File: config.mk
export PLATFORM = sky130hd
export DESIGN_NAME = spi_packet_slave
export DESIGN_NICKNAME = d
export VERILOG_FILES = /design/src/rtl/spi_packet_slave_pkg.sv /design/src/rtl/spi_packet_slave_sync.sv /design/src/rtl/spi_packet_slave.sv
export SDC_FILE = /design/constraint.sdc
export NUM_CORES = 2
export LEC_CHECK = 0
export ABC_AREA = 1
export CELL_PAD_IN_SITES_DETAIL_PLACEMENT = 0
export CELL_PAD_IN_SITES_GLOBAL_PLACEMENT = 1
export CORE_MARGIN = 2
export CORE_UTILIZATION = 35
export CTS_BUF_LIST = sky130_fd_sc_hd__clkbuf_4
export CTS_CLUSTER_SIZE = 24
export DETAILED_ROUTE_END_ITERATION = 10
export GPL_TIMING_DRIVEN = 0
export PLACE_DENSITY_LB_ADDON = 0.1
export SLEW_MARGIN = 20
export SYNTH_ARGS = -nofsm -noshare
export SYNTH_HDL_FRONTEND = slang
export SYNTH_SLANG_ARGS = --single-unit
File: constraint.sdc
create_clock -name clk -period 3.1 [get_ports clk]
set_input_delay 0.62 -clock clk [delete_from_list [all_inputs] [get_ports clk]]
set_output_delay 0.62 -clock clk [all_outputs]
set_load 0.01 [all_outputs]
File: src/rtl/spi_packet_slave_pkg.sv
// Shared constants and types for the SPI packet link.
// The spi_interface master uses the same frame widths.
//   META_W / PREFIX_W / DATA_W : field widths; a frame is meta, prefix, data, MSB first
//   FRAME_W                    : total bits per frame (328)
//   CNT_W / LAST_BIT           : bit counter width and the index of the final sclk rise
//   state_t                    : slave FSM state encoding
package spi_packet_slave_pkg;

  localparam int META_W   = 8;
  localparam int PREFIX_W = 64;
  localparam int DATA_W   = 256;
  localparam int FRAME_W  = META_W + PREFIX_W + DATA_W;

  localparam int CNT_W = 9;
  localparam logic [CNT_W-1:0] LAST_BIT = CNT_W'(FRAME_W - 1);

  typedef logic [FRAME_W-1:0] frame_t;

  typedef enum logic [1:0] {
    ST_IDLE  = 2'd0,
    ST_SHIFT = 2'd1,
    ST_DONE  = 2'd2
  } state_t;

endpackage

File: src/rtl/spi_packet_slave_sync.sv
// Two-flop synchroniser with registered edge pulses for an asynchronous input.
//   clk  : system clock
//   rst  : asynchronous reset, active-low
//   din  : asynchronous input
//   rise : 1-clk pulse after a synchronised 0->1 transition
//   fall : 1-clk pulse after a synchronised 1->0 transition
// RST_VAL is the idle level of the input, so leaving reset does not fake an edge.
module spi_sync_edge #(
  parameter logic RST_VAL = 1'b0
) (
  input  logic clk,
  input  logic rst,
  input  logic din,
  output logic rise,
  output logic fall
);

  logic meta_q;
  logic sync_q;
  logic prev_q;

  always_ff @(posedge clk or negedge rst) begin
    if (!rst) begin
      meta_q <= RST_VAL;
      sync_q <= RST_VAL;
      prev_q <= RST_VAL;
      rise   <= 1'b0;
      fall   <= 1'b0;
    end else begin
      meta_q <= din;
      sync_q <= meta_q;
      prev_q <= sync_q;
      rise   <= sync_q & ~prev_q;
      fall   <= ~sync_q & prev_q;
    end
  end

endmodule

File: src/rtl/spi_packet_slave.sv
// SPI mode-0 slave endpoint for the packet link. Receives one 328-bit frame
// (meta, prefix, data, MSB first) into parallel outputs while shifting one
// locally queued TX frame (or zeros) out on miso.
//   clk, rst                  : system clock, asynchronous active-low reset
//   sclk, mosi, cs            : SPI from master (async; sclk <= clk/4; cs active-low)
//   miso                      : SPI data to master
//   RX_valid                  : 1-clk pulse, frame received; packet_* held until next frame
//   TX_valid / TX_ready       : offer / accept handshake for the TX holding register
//   TX_done                   : 1-clk pulse, pending TX frame fully shifted out
//   packet_*_input            : TX fields, sampled on accept
//
// state    | meaning
// ST_IDLE  | waiting for cs fall; miso low
// ST_SHIFT | frame in progress; sample on sclk rise, shift tx on sclk fall
// ST_DONE  | all bits received; extra sclk ignored until cs rise
module spi_packet_slave
  import spi_packet_slave_pkg::*;
(
  input  logic                clk,
  input  logic                rst,
  input  logic                sclk,
  input  logic                mosi,
  input  logic                cs,
  output logic                miso,
  output logic                RX_valid,
  output logic [META_W-1:0]   packet_meta_data,
  output logic [PREFIX_W-1:0] packet_prefix,
  output logic [DATA_W-1:0]   packet_data,
  input  logic                TX_valid,
  output logic                TX_ready,
  output logic                TX_done,
  input  logic [META_W-1:0]   packet_meta_data_input,
  input  logic [PREFIX_W-1:0] packet_prefix_input,
  input  logic [DATA_W-1:0]   packet_data_input
);

  state_t           state, state_nxt;
  logic             sclk_rise, sclk_fall, cs_rise, cs_fall;
  logic             mosi_meta, mosi_sync;
  logic [CNT_W-1:0] bitcnt;
  frame_t           rx_sr, tx_sr, tx_hold;
  logic             tx_pending, tx_sending, frame_end;
  logic             accept, last_rise, start;

  spi_sync_edge #(.RST_VAL(1'b0)) u_sclk_sync (
    .clk(clk), .rst(rst), .din(sclk), .rise(sclk_rise), .fall(sclk_fall)
  );

  spi_sync_edge #(.RST_VAL(1'b1)) u_cs_sync (
    .clk(clk), .rst(rst), .din(cs), .rise(cs_rise), .fall(cs_fall)
  );

  always_ff @(posedge clk or negedge rst) begin
    if (!rst) begin
      mosi_meta <= 1'b0;
      mosi_sync <= 1'b0;
    end else begin
      mosi_meta <= mosi;
      mosi_sync <= mosi_meta;
    end
  end

  assign accept    = TX_valid & ~tx_pending;
  assign TX_ready  = ~tx_pending;
  assign start     = (state == ST_IDLE) & cs_fall;
  assign last_rise = (state == ST_SHIFT) & sclk_rise & (bitcnt == LAST_BIT);
  assign miso      = (state == ST_SHIFT) & tx_sr[FRAME_W-1];

  always_ff @(posedge clk or negedge rst) begin
    if (!rst) state <= ST_IDLE;
    else      state <= state_nxt;
  end

  // The final sclk rise wins over a coincident cs rise: the frame is complete.
  always_comb begin
    state_nxt = state;
    case (state)
      ST_IDLE:  if (cs_fall) state_nxt = ST_SHIFT;
      ST_SHIFT: begin
        if (last_rise)    state_nxt = ST_DONE;
        else if (cs_rise) state_nxt = ST_IDLE;
      end
      ST_DONE:  if (cs_rise) state_nxt = ST_IDLE;
      default:  state_nxt = ST_IDLE;
    endcase
  end

  always_ff @(posedge clk or negedge rst) begin
    if (!rst) begin
      bitcnt           <= '0;
      rx_sr            <= '0;
      tx_sr            <= '0;
      tx_hold          <= '0;
      tx_pending       <= 1'b0;
      tx_sending       <= 1'b0;
      frame_end        <= 1'b0;
      RX_valid         <= 1'b0;
      TX_done          <= 1'b0;
      packet_meta_data <= '0;
      packet_prefix    <= '0;
      packet_data      <= '0;
    end else begin
      frame_end <= last_rise;
      RX_valid  <= 1'b0;
      TX_done   <= 1'b0;

      // A frame accepted on the start cycle is not yet pending, so this
      // transaction sends zeros and the new frame waits for the next one.
      if (start) begin
        bitcnt     <= '0;
        tx_sr      <= tx_pending ? tx_hold : '0;
        tx_sending <= tx_pending;
      end else if (state == ST_SHIFT) begin
        if (sclk_rise) begin
          rx_sr <= {rx_sr[FRAME_W-2:0], mosi_sync};
          if (bitcnt != LAST_BIT) bitcnt <= bitcnt + CNT_W'(1);
        end
        if (sclk_fall) tx_sr <= {tx_sr[FRAME_W-2:0], 1'b0};
      end

      if (frame_end) begin
        RX_valid         <= 1'b1;
        packet_meta_data <= rx_sr[FRAME_W-1 -: META_W];
        packet_prefix    <= rx_sr[DATA_W +: PREFIX_W];
        packet_data      <= rx_sr[DATA_W-1:0];
        if (tx_sending) begin
          TX_done    <= 1'b1;
          tx_sending <= 1'b0;
        end
      end

      if (accept) begin
        tx_hold    <= {packet_meta_data_input, packet_prefix_input, packet_data_input};
        tx_pending <= 1'b1;
      end else if (frame_end && tx_sending) begin
        tx_pending <= 1'b0;
      end
    end
  end

endmodule

==> summary.txt <==
Placed design
  • Global placer's final weighted congestion: approximately 0.79
  • Placed insts: 7657
  • DP Wirelength: ~100000 um
  • IO buf count: 665

Setup path
  • Crit end category: primary output
  • Required @ worst endpoint: 2480 ps
  • Crit start category: flop
  • Kind of critical path: flop to primary output
  • Worst-path cell chain: clkdlybuf4s50_1
  • FF-to-FF setup slack: between 600 and 700 ps
  • Crit Path Max Fanout: 2
  • CP max-delay cell: clkdlybuf4s50_1
  • CP peak stage delay: 670 ps
  • Worst EP arrival: ~2300 ps
  • Bufs and invs on worst path: 1
  • Delay-heaviest family, CP: buffers and inverters

Synth
  • Part of the Yosys area used for sequential elements: 64.5%
  • Syn. warnings: 0
  • Synthesized flop and latch total: 1340
  • Number of flops mapped to enable cells by yosys: 0
  • Syn_area_per_cell: 10.3 um2
  • Mapped Area: 52000 um2
  • Share of synthesized registers carrying an async set or reset: 100%
  • Mapped Nets: between 5k and 6k
  • Post-Syn Instances: 5051
  • Top_reg_cell synth: dfrtp_1
  • Post-synthesis cell type count: 28

Clock tree
  • CTS tree: yes
  • CTS max path bufs: 4
  • Sink Count: 1340
  • Num CTS Buffers: 384
  • Clock root buffer: clkbuf_4
  • H-tree depth: 5
  • Clock Latency Late Sink: 1270 ps
  • CTS clk-pin slew, worst paths: 70 ps

Power
  • Total power draw: 39800 uW
  • Pint: 29500 uW
  • Reg power frac: 49.6%
  • Clk network pwr share: 40.6%
  • Leak Pwr: 0.0316 uW
  • Worst VDD drop: 0.266 mV
  • NetSw: just over 10000 uW
  • Comb power frac: 9.8%
  • Sw Ratio: between 20 and 30%
  • Pwr per Cell Area: approximately 570 nW/um2

Timing
  • Max frequency: 347 MHz
  • Fin Hold WS: 343 ps
  • Max-slew violation count: 0
  • Final hold vios: 0
  • RSZ-0062 raised after global routing: no
  • Worst slew pin tran: 915 ps
  • Max-slew headroom: 39.0%
  • Period Utilization, post-route: 92.8%
  • Layout Skew: 108 ps
  • Final setup fails: 0
  • Tmin final: 2880 ps

Layout
  • Fin nets: about 6.8k
  • Multi-input gate area: 15600 um2
  • Fin cells: 8674
  • FILL cells: 14.3k
  • Share of layout cells above drive strength 1: 16.9%
  • Area Overhead vs Synth: 33.9%
  • FF+latch area: roughly 34000 um2

Route
  • Starting DRC count in detailed routing: 1985
  • Detailed Routing Iterations Pass 1: 5
  • DR vias/cell: 4.68
  • Average routed wire per standard cell: between 15 and 20 um
  • Total Routed Length: 148000 um
  • Drt drc: 0
  • Antenna Nets Post-Route: 0
  • Via Count: approximately 41k

Global routing
  • Gr ovfl total: 0
  • GR Util met1: 25.2%
  • GR Layer Usage met2: 31.4%
  • Vias in the first global route: 42.0k
  • Met3 usage: 5.87%
  • Largest net degree at the start of global routing: 141
  • Antenna violations before repair: 60
  • Gr busiest metal: met2
  • All-layer global routing usage: 19.5%
  • First-pass GRT wire length: 234000 um

Flow run
  • Maxcap violations: 0

Die
  • Num rows: 141
  • IO Pins: roughly 670
  • Placeable Area: around 150000 um2
  • Initial core utilization: a little over a third
  • Full die area: approximately 150000 um2
  • Vert. Die Dim: ~390 um
  • Die X-Extent: 389 um

Status
  • Outcome: finished clean

Worst hold path
  • Worst Hold Class: flop to flop
[cell usage in the layout, fill, tap and decap left out, types with 46 or more instances in the layout]
| master | instances |
|---|---|
| dfrtp_1 | 1337 |
| nand2_1 | 703 |
| nor2_1 | 670 |
| clkdlybuf4s50_1 | 662 |
| o21ai_0 | 649 |
| a21oi_1 | 648 |
| clkbuf_4 | 599 |
| inv_1 | 348 |
| dlygate4sd3_1 | 333 |
| mux2_2 | 329 |
| buf_2 | 141 |
| clkbuf_1 | 138 |
| clkinv_1 | 46 |
[sequential cells by signal, summed over array words and instances (netlist names), 2 cells and up]
| register | flops |
|---|---|
| rx_sr | 328 |
| tx_hold | 328 |
| state | 2 |
| packet_prefix | 64 |
| packet_data | 256 |
| packet_meta_data | 8 |
| tx_sr | 328 |
| bitcnt | 9 |
[layout make-up]
class,instances,share of cell area (%)
antenna,28,0.101
tap,1930,3.47
inverter,352,1.90
multi-input combinational,3034,22.4
clock buffer,599,6.47
clock inverter,55,0.342
sequential,1340,48.2
timing repair buffer,1011,14.9
buffer,325,2.17
[through the flow]
step                TNS (ps)  utilization, %  setup slack (ps)  instance area [um2]
CTS                        0            47.1              15.8                69500
floorplan                  0               -              1490                52000
finish                     0            47.2               222                69500
global route               0            47.1              12.8                69500
detailed placement    -13450            41.6              -179                61400
global placement           -            41.4            -63430                61000
[synthesized netlist by cell type (2+ instances only)]
cell      count  area (um2)
dfrtp_1    1337       33500
nand2_1     703        2640
nor2_1      671        2520
o21ai_0     649        3250
a21oi_1     648        3240
inv_1       349        1310
mux2_2      329        3700
buf_2       141         706
clkbuf_1    138         518
buf_4        28         210
buf_1        17        63.8
nand3_1      10        50.1
a31oi_1       7        43.8
nand4_1       4        25.0
dfstp_2       3        78.8
inv_2         3        11.3
nor2_2        2        12.5
nor2_4        2        22.5
[power by group through the flow]
stage	sequential (uW)	combinational (uW)	clock, uW
5_1_grt	20000	4500	18000
6_report	19800	3900	16200
4_1_cts	19800	3980	16900
3_3_place_gp	20200	3280	0
2_1_floorplan	19900	2100	0
3_5_place_dp	20100	3580	0
[logic make-up (layout without fill, tap and decap cells)]
logic type,Yosys count,count (layout),synth area share (%)
AOI/OAI and AO/OA,1305,1305,12.6
xor gates and xnor gates,2,2,0.0337
adders and majority gates,1,1,0.0241
buffers and inverters,677,2342,5.45
DFF,1340,1340,64.5
muxes,329,329,7.13
other,0,28,0
and+or+nand+nor,1397,1397,10.2
[final timing paths]
kind                                                   start                            end  depth (start not counted)
worst max-delay path             packet_data[85]$_DFFE_PN0P_                packet_data[85]                          1
worst min-delay path            u_sclk_sync.meta_q$_DFF_PN0_   u_sclk_sync.sync_q$_DFF_PN0_                          0
worst max register to register           frame_end$_DFF_PN0_    packet_data[98]$_DFFE_PN0P_                          4
worst min register to register  u_sclk_sync.meta_q$_DFF_PN0_   u_sclk_sync.sync_q$_DFF_PN0_                          0
max in group asynchronous                                rst       tx_hold[238]$_DFFE_PN0P_                          7
min in group asynchronous                                rst  packet_prefix[34]$_DFFE_PN0P_                          4
[metal layers]
metal  part of all wire, %  vias to the layer above
met5                  0.26                        -
met4                   2.2                       64
met3                   6.0                      293
met2                    47                      972
met1                    44                    19634
li1                      -                    19604
[repair_timing]
item / in CTS / in global routing
endpoints found under the hold margin: 750 / 0
setup endpoints to repair: 2 / 40
cloned: 0 / 1
pin swaps: 1 / 1
hold buffers: 334 / 0
buffers inserted: 0 / 0
resized for setup: 8 / 1
[worst reg2reg max path, stage by stage, from the launching register on]
cell and delay, ps:
dfrtp_1 390, clkbuf_1 550, clkbuf_1 760, clkbuf_1 490, a21oi_1 130
(Power assumes the default switching activity.)
